## src/rtl/soc2_ram_arb_pkg.sv

```systemverilog
// Shared types and defaults for the SoC2 two-port RAM arbiter.
// Optional build macro: SOC2_RAM_ARB_FIXED_PRIO_EN (see soc2_ram_arb_grant).
package soc2_ram_arb_pkg;

  localparam int ADDR_W_DEF = 9;
  localparam int DATA_W_DEF = 32;

  typedef logic [0:0] port_idx_t;

  // last_grant starts on port 1 so that port 0 wins the first tie.
  localparam port_idx_t LAST_GRANT_RST = 1'b1;

endpackage

```

## src/rtl/soc2_ram_arbiter_if.sv

```systemverilog
// Avalon-MM bundle between the two requesters, the arbiter and the RAM s1 slave.
// slave = arbiter view; master = environment view (requesters plus RAM).
interface soc2_ram_arbiter_if #(
  parameter int ADDR_W = 9,
  parameter int DATA_W = 32
);
  logic [ADDR_W-1:0]   m0_address,    m1_address;
  logic [DATA_W/8-1:0] m0_byteenable, m1_byteenable;
  logic                m0_read,       m1_read;
  logic                m0_write,      m1_write;
  logic [DATA_W-1:0]   m0_writedata,  m1_writedata;
  logic                m0_waitrequest,   m1_waitrequest;
  logic [DATA_W-1:0]   m0_readdata,      m1_readdata;
  logic                m0_readdatavalid, m1_readdatavalid;

  logic [ADDR_W-1:0]   ram_address;
  logic [DATA_W/8-1:0] ram_byteenable;
  logic                ram_chipselect;
  logic                ram_write;
  logic [DATA_W-1:0]   ram_writedata;
  logic                ram_clken;
  logic [DATA_W-1:0]   ram_readdata;

  modport slave (
    input  m0_address, m0_byteenable, m0_read, m0_write, m0_writedata,
    input  m1_address, m1_byteenable, m1_read, m1_write, m1_writedata,
    output m0_waitrequest, m0_readdata, m0_readdatavalid,
    output m1_waitrequest, m1_readdata, m1_readdatavalid,
    output ram_address, ram_byteenable, ram_chipselect, ram_write,
    output ram_writedata, ram_clken,
    input  ram_readdata
  );

  modport master (
    output m0_address, m0_byteenable, m0_read, m0_write, m0_writedata,
    output m1_address, m1_byteenable, m1_read, m1_write, m1_writedata,
    input  m0_waitrequest, m0_readdata, m0_readdatavalid,
    input  m1_waitrequest, m1_readdata, m1_readdatavalid,
    input  ram_address, ram_byteenable, ram_chipselect, ram_write,
    input  ram_writedata, ram_clken,
    output ram_readdata
  );

endinterface

```

## src/rtl/soc2_ram_arb_grant.sv

```systemverilog
// Two-way combinational grant with a 1-bit round-robin history register.
// With SOC2_RAM_ARB_FIXED_PRIO_EN defined, port 0 always wins and no history is kept.
module soc2_ram_arb_grant
  import soc2_ram_arb_pkg::*;
(
  input  logic      clk,
  input  logic      reset,
  input  logic [1:0] req_i,
  output logic      gnt_valid_o,
  output port_idx_t gnt_idx_o
);

`ifdef SOC2_RAM_ARB_FIXED_PRIO_EN

  logic unused_clk_rst;
  assign unused_clk_rst = clk ^ reset;

  always_comb begin
    gnt_valid_o = |req_i;
    gnt_idx_o   = (req_i[0] || !req_i[1]) ? 1'b0 : 1'b1;
  end

`else

  port_idx_t last_grant_q, last_grant_d;

  always_comb begin
    gnt_valid_o  = |req_i;
    gnt_idx_o    = 1'b0;
    if (&req_i) begin
      gnt_idx_o = ~last_grant_q;
    end else if (req_i[1]) begin
      gnt_idx_o = 1'b1;
    end
    last_grant_d = gnt_valid_o ? gnt_idx_o : last_grant_q;
  end

  always_ff @(posedge clk) begin
    if (reset) begin
      last_grant_q <= LAST_GRANT_RST;
    end else begin
      last_grant_q <= last_grant_d;
    end
  end

`endif

endmodule

```

## src/rtl/soc2_ram_arbiter.sv

```systemverilog
// Arbiter top: RAM request mux, per-port waitrequest and the one-cycle readdatavalid pipe.
// Grant policy selected by SOC2_RAM_ARB_FIXED_PRIO_EN (default round-robin).
module soc2_ram_arbiter
  import soc2_ram_arb_pkg::*;
#(
  parameter int ADDR_W = ADDR_W_DEF,
  parameter int DATA_W = DATA_W_DEF
) (
  input  logic               clk,
  input  logic               reset,
  soc2_ram_arbiter_if.slave  bus
);

  logic [1:0] rd, wr, req, granted, wait_w, rdv;
  logic [1:0] rd_pend_q, rd_pend_d;
  logic       gnt_valid, accept;
  port_idx_t  gnt_idx, sel;

  logic [ADDR_W-1:0]   addr_mux;
  logic [DATA_W/8-1:0] be_mux;
  logic [DATA_W-1:0]   wdata_mux;
  logic                write_mux;

  assign rd  = {bus.m1_read,  bus.m0_read};
  assign wr  = {bus.m1_write, bus.m0_write};
  assign req = rd | wr;

  soc2_ram_arb_grant u_grant (
    .clk         (clk),
    .reset       (reset),
    .req_i       (req),
    .gnt_valid_o (gnt_valid),
    .gnt_idx_o   (gnt_idx)
  );

  // Nothing is accepted while reset is held, whatever the grant logic says.
  assign accept = gnt_valid & ~reset;
  assign sel    = accept ? gnt_idx : 1'b0;

  assign addr_mux  = (sel == 1'b1) ? bus.m1_address    : bus.m0_address;
  assign be_mux    = (sel == 1'b1) ? bus.m1_byteenable : bus.m0_byteenable;
  assign wdata_mux = (sel == 1'b1) ? bus.m1_writedata  : bus.m0_writedata;
  assign write_mux = (sel == 1'b1) ? bus.m1_write      : bus.m0_write;

  assign bus.ram_address    = addr_mux;
  assign bus.ram_byteenable = be_mux;
  assign bus.ram_writedata  = wdata_mux;
  assign bus.ram_chipselect = accept;
  assign bus.ram_write      = accept & write_mux;
  assign bus.ram_clken      = 1'b1;

  for (genvar gi = 0; gi < 2; gi++) begin : g_port
    assign granted[gi]   = accept & (gnt_idx == port_idx_t'(gi));
    assign wait_w[gi]    = reset | (req[gi] & ~granted[gi]);
    // Read+write on one port counts as a write and produces no response.
    assign rd_pend_d[gi] = granted[gi] & rd[gi] & ~wr[gi];
    assign rdv[gi]       = rd_pend_q[gi] & ~reset;
  end

  always_ff @(posedge clk) begin
    if (reset) begin
      rd_pend_q <= '0;
    end else begin
      rd_pend_q <= rd_pend_d;
    end
  end

  assign bus.m0_waitrequest   = wait_w[0];
  assign bus.m1_waitrequest   = wait_w[1];
  assign bus.m0_readdatavalid = rdv[0];
  assign bus.m1_readdatavalid = rdv[1];
  assign bus.m0_readdata      = bus.ram_readdata;
  assign bus.m1_readdata      = bus.ram_readdata;

endmodule

```

## src/flat_wrapper.sv

```systemverilog
// flat-port wrapper written by rule: the top's interface ports become plain ports
module soc2_ram_arbiter_flat import soc2_ram_arb_pkg::*;
#(
  parameter int ADDR_W = ADDR_W_DEF,
  parameter int DATA_W = DATA_W_DEF
)
  (clk, reset, bus_m0_address, bus_m0_byteenable, bus_m0_read, bus_m0_write, bus_m0_writedata, bus_m1_address, bus_m1_byteenable, bus_m1_read, bus_m1_write, bus_m1_writedata, bus_m0_waitrequest, bus_m0_readdata, bus_m0_readdatavalid, bus_m1_waitrequest, bus_m1_readdata, bus_m1_readdatavalid, bus_ram_address, bus_ram_byteenable, bus_ram_chipselect, bus_ram_write, bus_ram_writedata, bus_ram_clken, bus_ram_readdata);
  soc2_ram_arbiter_if #(.ADDR_W(ADDR_W), .DATA_W(DATA_W)) bus_i ();
  input  logic clk;
  input  logic reset;
  input wire logic [$bits(bus_i.m0_address)-1:0] bus_m0_address;
  input wire logic [$bits(bus_i.m0_byteenable)-1:0] bus_m0_byteenable;
  input wire logic [$bits(bus_i.m0_read)-1:0] bus_m0_read;
  input wire logic [$bits(bus_i.m0_write)-1:0] bus_m0_write;
  input wire logic [$bits(bus_i.m0_writedata)-1:0] bus_m0_writedata;
  input wire logic [$bits(bus_i.m1_address)-1:0] bus_m1_address;
  input wire logic [$bits(bus_i.m1_byteenable)-1:0] bus_m1_byteenable;
  input wire logic [$bits(bus_i.m1_read)-1:0] bus_m1_read;
  input wire logic [$bits(bus_i.m1_write)-1:0] bus_m1_write;
  input wire logic [$bits(bus_i.m1_writedata)-1:0] bus_m1_writedata;
  output wire logic [$bits(bus_i.m0_waitrequest)-1:0] bus_m0_waitrequest;
  output wire logic [$bits(bus_i.m0_readdata)-1:0] bus_m0_readdata;
  output wire logic [$bits(bus_i.m0_readdatavalid)-1:0] bus_m0_readdatavalid;
  output wire logic [$bits(bus_i.m1_waitrequest)-1:0] bus_m1_waitrequest;
  output wire logic [$bits(bus_i.m1_readdata)-1:0] bus_m1_readdata;
  output wire logic [$bits(bus_i.m1_readdatavalid)-1:0] bus_m1_readdatavalid;
  output wire logic [$bits(bus_i.ram_address)-1:0] bus_ram_address;
  output wire logic [$bits(bus_i.ram_byteenable)-1:0] bus_ram_byteenable;
  output wire logic [$bits(bus_i.ram_chipselect)-1:0] bus_ram_chipselect;
  output wire logic [$bits(bus_i.ram_write)-1:0] bus_ram_write;
  output wire logic [$bits(bus_i.ram_writedata)-1:0] bus_ram_writedata;
  output wire logic [$bits(bus_i.ram_clken)-1:0] bus_ram_clken;
  input wire logic [$bits(bus_i.ram_readdata)-1:0] bus_ram_readdata;
  assign bus_i.m0_address = bus_m0_address;
  assign bus_i.m0_byteenable = bus_m0_byteenable;
  assign bus_i.m0_read = bus_m0_read;
  assign bus_i.m0_write = bus_m0_write;
  assign bus_i.m0_writedata = bus_m0_writedata;
  assign bus_i.m1_address = bus_m1_address;
  assign bus_i.m1_byteenable = bus_m1_byteenable;
  assign bus_i.m1_read = bus_m1_read;
  assign bus_i.m1_write = bus_m1_write;
  assign bus_i.m1_writedata = bus_m1_writedata;
  assign bus_m0_waitrequest = bus_i.m0_waitrequest;
  assign bus_m0_readdata = bus_i.m0_readdata;
  assign bus_m0_readdatavalid = bus_i.m0_readdatavalid;
  assign bus_m1_waitrequest = bus_i.m1_waitrequest;
  assign bus_m1_readdata = bus_i.m1_readdata;
  assign bus_m1_readdatavalid = bus_i.m1_readdatavalid;
  assign bus_ram_address = bus_i.ram_address;
  assign bus_ram_byteenable = bus_i.ram_byteenable;
  assign bus_ram_chipselect = bus_i.ram_chipselect;
  assign bus_ram_write = bus_i.ram_write;
  assign bus_ram_writedata = bus_i.ram_writedata;
  assign bus_ram_clken = bus_i.ram_clken;
  assign bus_i.ram_readdata = bus_ram_readdata;
  soc2_ram_arbiter #(.ADDR_W(ADDR_W), .DATA_W(DATA_W)) u_core (.clk(clk), .reset(reset), .bus(bus_i));
endmodule
```

## config.mk

```make
export PLATFORM = sky130hd
export DESIGN_NAME = soc2_ram_arbiter_flat
export DESIGN_NICKNAME = d
export VERILOG_FILES = /design/src/rtl/soc2_ram_arb_pkg.sv /design/src/rtl/soc2_ram_arbiter_if.sv /design/src/rtl/soc2_ram_arb_grant.sv /design/src/rtl/soc2_ram_arbiter.sv /design/src/flat_wrapper.sv
export SDC_FILE = /design/constraint.sdc
export NUM_CORES = 1
export LEC_CHECK = 0
export BUFFER_PORTS_ARGS = -buffer_cell sky130_fd_sc_hd__buf_2
export CAP_MARGIN = 20
export CORE_AREA = 2 2 96 98
export CTS_CLUSTER_SIZE = 40
export DETAILED_ROUTE_END_ITERATION = 7
export DIE_AREA = 0 0 98 100
export HOLD_SLACK_MARGIN = 0.05
export SLEW_MARGIN = 10
export SYNTH_ARGS = -nofsm -noshare
export SYNTH_HDL_FRONTEND = slang
export SYNTH_SLANG_ARGS = --single-unit
```

## constraint.sdc

```tcl
create_clock -name clk -period 1.4 [get_ports clk]
set_input_delay 0.07 -clock clk [delete_from_list [all_inputs] [get_ports clk]]
set_output_delay 0.07 -clock clk [all_outputs]
set_load 0.01 [all_outputs]
```

==> flow_metrics.tcl, run 1 <==
set metrics [dict create \
    setup_violations 45 \
    die_w_um 98 \
    fp.dieArea_um2 9800 \
    final-hold-violation-count 0 \
    slew_viol_final 0 \
    mostFrequentLayoutCells "buf_2 (102), buf_6 (47), mux2_4 (44)" \
    finish.utilization 0.249 \
    root_buffer "clkbuf_8" \
    overflow 0 \
    rsz0062_at_grt "yes" \
    avgSynthCellArea_um2 9.03 \
    synth_area_um2 1230 \
    fin_crit_ns 1.64 \
    synth.yosys.seq_area_share 0.0489 \
    crit_buf_inv 5 \
    drcViolationCount 0 \
    outcome "finished with violations" \
    antennaDiodeCount 0 \
    syn_nets 264 \
    path_cells "inv_2, o221ai_4, buf_6, buf_6, buf_8, mux2_4, buf_6" \
    cp.arrival_ns 1.57 \
    grt.total_usage 0.0893 \
    path_delay_family "buffers and inverters" \
    grt_pass1_wl_um 6820 \
    cpMostUsedCell "buf_6" \
    viasPerCell 3.72 \
    synth_cells 136 \
    synth_simple_gate_area_share 0.0377 \
    fin_skew_ns 0.00277 \
    antenna_left 0 \
    mostFrequentLayoutCell "buf_2" \
    die_y_um 100 \
    synth_top_cell_area_share 0.412 \
    holdWs_ns 0.0863 \
    critPathLaunchType "flop" \
    place_hpwl_um 3610 \
    violations "negative setup slack" \
    drive_gt1_frac 0.917 \
    core_area_um2 8890 \
    gp_congestion 0.714 \
    synth_compound_area_frac 0.0580 \
    yosys-mux-area-fraction 0.412 \
    worst_slack_ns -0.241 \
    powerDensity_nw_per_um2 536 \
    reg2reg_to "u_core.rd_pend_q[1]" \
    placementRows 35 \
    path_clk_slew_ns 0.03 \
    drtIter0Drc 25 \
    drt-wirelength-per-cell_um 14.5 \
    synth_area_leader_cell "mux2_2" \
    clockBufferDepth 2 \
    crit_cells 7 \
    wl_um 4920 \
    synth_top_family_by_area "buffers and inverters" \
    leakagePower_nw 1.26 \
    crit_path_end "bus_ram_writedata[0]" \
    clk_latency_ns 0.21 \
    dp_cells 328 \
    ys_ff_latch 3 \
    start_util 0.138 \
    ios 244 \
    cts_tree "done" \
    first_pass_iters 4 \
    syn2layout_area_growth_pct 79.9 \
    drv_cap 0 \
    tns_ns -7.67 \
    worstPathRequired_ns 1.33 \
    synth_xor_area_frac 0 \
    netlist_top_cells_area "mux2_2 (41%), buf_4 (40%), dfxtp_1 (4.9%)" \
    startpoint "u_core.u_grant.last_grant_q" \
    crit_path_max_fanout 7 \
    antenna_found_initial 0 \
    numCtsBuffers 3 \
    vias 1260 \
    synthAdderAreaFrac 0 \
    num-nets-final 357 \
    timing.fmax_ghz 0.609 \
    yosysWarnings 0 \
    grt_max_degree 18 \
    first_global_vias 1294 \
    p_total_mw 1.18 \
    reg2reg_slack_ns 0.42 \
    post-route-period-util 1.17 \
    cpPeakStageDelay_ns 0.32 \
    endpoint_kind "output pin" \
    peakVddDrop_v 0.000191 \
    crit_path_top_delay_cell "dfxtp_2" \
    min_path_type "primary input to flop" \
    cts_sinks 3 \
    worst-setup-path-type "flop to output pin" \
    cts_max_level 1 \
    stdcell_count 339 \
    yosysUniqueCellTypes 17 \
    timing.rr.start "u_core.u_grant.last_grant_q" \
    place.port_buffers 146 \
    r2r_cells 5 \
]
==> per-layer routing <==
| layer | global-route usage | part of all wire |
|---|---|---|
| met1 | 0.0846 | 0.32 |
| met2 | 0.178 | 0.54 |
| met3 | 0.0286 | 0.12 |
| met4 | 0.0342 | 0.028 |
| met5 | 0 | 0 |
==> worst min-delay path by stage <==
| stage | startpoint | endpoint | slack (ns) | depth (start not counted) |
|---|---|---|---|---|
| 2_1_floorplan | bus_m1_write | u_core.rd_pend_q[1] | 0.14 | 1 |
| 3_3_place_gp | bus_ram_readdata[28] | bus_m0_readdata[28] | 0.14 | 0 |
| 3_5_place_dp | bus_ram_readdata[28] | bus_m0_readdata[28] | 0.14 | 0 |
| 4_1_cts | bus_m0_write | u_core.rd_pend_q[0] | 0.09 | 2 |
| 5_1_grt | bus_m0_write | u_core.rd_pend_q[0] | 0.1 | 2 |
| 6_report | bus_m0_write | u_core.rd_pend_q[0] | 0.09 | 2 |
==> report_power, final <==
group          internal [mW]  leakage, nW  total, mW  switching (mW)
registers             0.0918       0.0246     0.0938         0.00197
clock network          0.194       0.0228      0.248          0.0540
logic                  0.538         1.21      0.843           0.306
total                  0.823         1.26       1.18           0.361
==> cell type report <==
class	instances	area, um2
fillers	959	6680
repair buffers	157	1160
multi-input cells	62	793
clock buffers	4	45.0
well taps	111	139
flip-flops and latches	3	61.3
inverters	2	7.51
==> kinds of logic (layout without fill, tap and decap cells) <==
group                  count (synthesis)  count (layout)
AO/OA/AOI/OAI                          8               8
AND/OR/NAND/NOR                        8               8
other                                  1               1
flip-flops                             3               3
buffers and inverters                 71             163
multiplexers                          45              45
==> flip-flops by register name, summed over array words and instances, names as in the netlist <==
signal / count
u_core.rd_pend_q: 2
u_core.u_grant.last_grant_q: 1
==> cells in the mapped netlist <==
| cell type | instances |
|---|---|
| a211oi_1 | 1 |
| a21o_1 | 1 |
| a21oi_1 | 2 |
| buf_4 | 65 |
| buf_6 | 4 |
| conb_1 | 1 |
| dfxtp_1 | 3 |
| inv_1 | 2 |
| mux2_2 | 45 |
| nand2_1 | 1 |
| nor2_1 | 3 |
| nor2_4 | 1 |
| nor2b_1 | 2 |
| nor3b_1 | 1 |
| o21ai_0 | 1 |
| o221ai_4 | 1 |
| o31ai_1 | 2 |
==> what timing repair did <==
item                                    CTS  global route
setup buffers                             6             0
pin swaps                                 1             1
cloned                                    3             0
hold buffers                              0             0
gates resized for setup                  81            20
endpoints found under the setup margin   45            45
==> stage by stage <==
step | worst slack [ns] | instance area, um2
floorplan | 0.0199 | 1230
global placement | -0.0546 | 1610
detailed placement | -0.0660 | 1610
CTS | -0.270 | 2170
global route | -0.305 | 2210
finish | -0.241 | 2210
==> worst register-to-register path, cell delays in order, from the launching register on <==
cell and delay [ns]:
dfxtp_2 0.32, inv_2 0.05, o221ai_4 0.15, buf_6 0.15, buf_12 0.14, nor2_1 0.05
Power figures use the tool's default switching activity.
==> run 2, diff against run 1 <==
--- a/config.mk
+++ b/config.mk
@@ -12,6 +12,7 @@
 export DETAILED_ROUTE_END_ITERATION = 7
 export DIE_AREA = 0 0 98 100
 export HOLD_SLACK_MARGIN = 0.05
+export SETUP_SLACK_MARGIN = 0.5
 export SLEW_MARGIN = 10
 export SYNTH_ARGS = -nofsm -noshare
 export SYNTH_HDL_FRONTEND = slang
==> flow_metrics.tcl, run 2 (same netlist as run 1, synthesis figures left out) <==
set metrics [dict create \
    ios 244 \
    setup_violations 45 \
    drt-wirelength-per-cell_um 12.5 \
    pwr-share-clk 0.207 \
    timing.fmax_ghz 0.620 \
    hold_buffers 0 \
    first_pass_iters 4 \
    reg2reg_slack_ns 0.27 \
    p_switching_mw 0.373 \
    peakVddDrop_v 0.000596 \
    fp.dieArea_um2 9800 \
    antennaDiodeCount 0 \
    drcViolationCount 0 \
    antenna_left 0 \
    cts_max_level 1 \
    placementRows 35 \
    regMostFlops "u_core.rd_pend_q" \
    root_buffer "clkbuf_8" \
    critPathLaunchType "flop" \
    top_regs "u_core.rd_pend_q x2, u_core.u_grant.last_grant_q x1" \
    largest_reg_flops 2 \
    drv_cap 0 \
    route.met2.wl_um 2270 \
    final-hold-violation-count 0 \
    crit_path_max_fanout 10 \
    timing.rr.start "u_core.u_grant.last_grant_q" \
    clk_latency_ns 0.22 \
    slew_viol_final 0 \
    outcome "finished with violations" \
    cp.arrival_ns 1.54 \
    antenna_found_initial 0 \
    holdWs_ns 0.0879 \
    numCtsBuffers 3 \
    cts_tree "done" \
    r2r_cells 6 \
    dpl-instance-area_um2 1760 \
    drtIter0Drc 11 \
    place.port_buffers 146 \
    fin_area_um2 2300 \
    p_seq_frac 0.077 \
    violations "negative setup slack" \
    grt_max_degree 14 \
    fillers 943 \
    post-route-period-util 1.15 \
    leakagePower_nw 1.30 \
    crit_path_end "bus_ram_byteenable[1]" \
    min_path_type "primary input to flop" \
    wl_met1_um 1470 \
    endpoint_kind "output pin" \
    mostFrequentLayoutCell "buf_2" \
    internal_power_mw 0.852 \
    switching_share 0.304 \
    worst_slack_ns -0.213 \
    overflow 0 \
    die_y_um 100 \
    num-nets-final 359 \
    first_global_vias 1232 \
    place_hpwl_um 2950 \
    core_area_um2 8890 \
    fin_skew_ns 0.00235 \
    clockBufferDepth 2 \
    route.met3.wl_um 503 \
    grt_pass1_wl_um 5950 \
    top_layer "met4" \
    fin_crit_ns 1.61 \
    dpl_worst_slack_ns -0.0164 \
    viasPerCell 3.67 \
    powerDensity_nw_per_um2 532 \
    reg2reg_to "u_core.rd_pend_q[1]" \
    gp_congestion 0.635 \
    combPwrFrac 0.716 \
    worst-setup-path-type "flop to output pin" \
    p_total_mw 1.23 \
    rsz0062_at_grt "yes" \
    syn2layout_area_growth_pct 87.3 \
    die_w_um 98 \
    startpoint "u_core.u_grant.last_grant_q" \
    start_util 0.138 \
    mostFrequentLayoutCells "buf_2 (101), buf_6 (49), mux2_4 (45)" \
    path_clk_slew_ns 0.03 \
    worstPathRequired_ns 1.33 \
    wl_um 4280 \
    drive_gt1_frac 0.943 \
    vias 1251 \
    grt.total_usage 0.0735 \
    cts_sinks 3 \
]
run 2: area by class of cell:
cell class	instances	area, um2	area share
Clock buffer	4	45.0	0.0196
Inverter	2	7.51	0.00326
Multi-Input combinational cell	62	821	0.357
Sequential cell	3	61.3	0.0266
Tap cell	111	139	0.0604
Timing Repair Buffer	159	1230	0.533
run 2: per-stage QoR:
step | TNS (ns) | instances | utilization
after floorplan | 0 | 136 | -
after global placement | 0 | 327 | 0.198
after detailed placement | -0.0589 | 327 | 0.198
after CTS | -8.61 | 338 | 0.242
after global routing | -10.80 | 341 | 0.259
final | -8.40 | 341 | 0.259
run 2: power groups by stage:
stage / combinational, mW / sequential (mW) / clock, mW
after global placement: 0.610 / 0.0949 / 0
final: 0.878 / 0.0941 / 0.254
after floorplan: 0.534 / 0.0965 / 0
after CTS: 0.805 / 0.0937 / 0.260
after detailed placement: 0.621 / 0.0948 / 0
after global routing: 0.931 / 0.0943 / 0.268
run 2: what timing repair did:
action | 4_1_cts | 5_1_grt
cloned | 3 | 1
gates resized for setup | 44 | 21
pin swaps | 4 | 1
setup buffers | 4 | 2
setup endpoints to repair | 50 | 52
run 2: how the worst min path moves through the flow:
stage | start | to | cells past startpoint
2_1_floorplan | bus_m1_write | u_core.rd_pend_q[1] | 1
3_3_place_gp | bus_ram_readdata[0] | bus_m0_readdata[0] | 0
3_5_place_dp | bus_ram_readdata[0] | bus_m0_readdata[0] | 0
4_1_cts | bus_m0_write | u_core.rd_pend_q[0] | 2
5_1_grt | bus_m0_write | u_core.rd_pend_q[0] | 2
6_report | bus_m0_write | u_core.rd_pend_q[0] | 2
run 2: routing by layer:
metal | GRT usage | vias up
li1 | - | 589
met4 | 0.0128 | 0
met1 | 0.0774 | 550
met3 | 0.0292 | 12
met5 | 0 | -
met2 | 0.140 | 100
run 2: critical path: stages (launching register included):
cell and delay [ns]:
dfxtp_2 0.32, inv_2 0.05, o221ai_4 0.19, buf_6 0.17
buf_12 0.15, mux2_4 0.32, buf_6 0.12
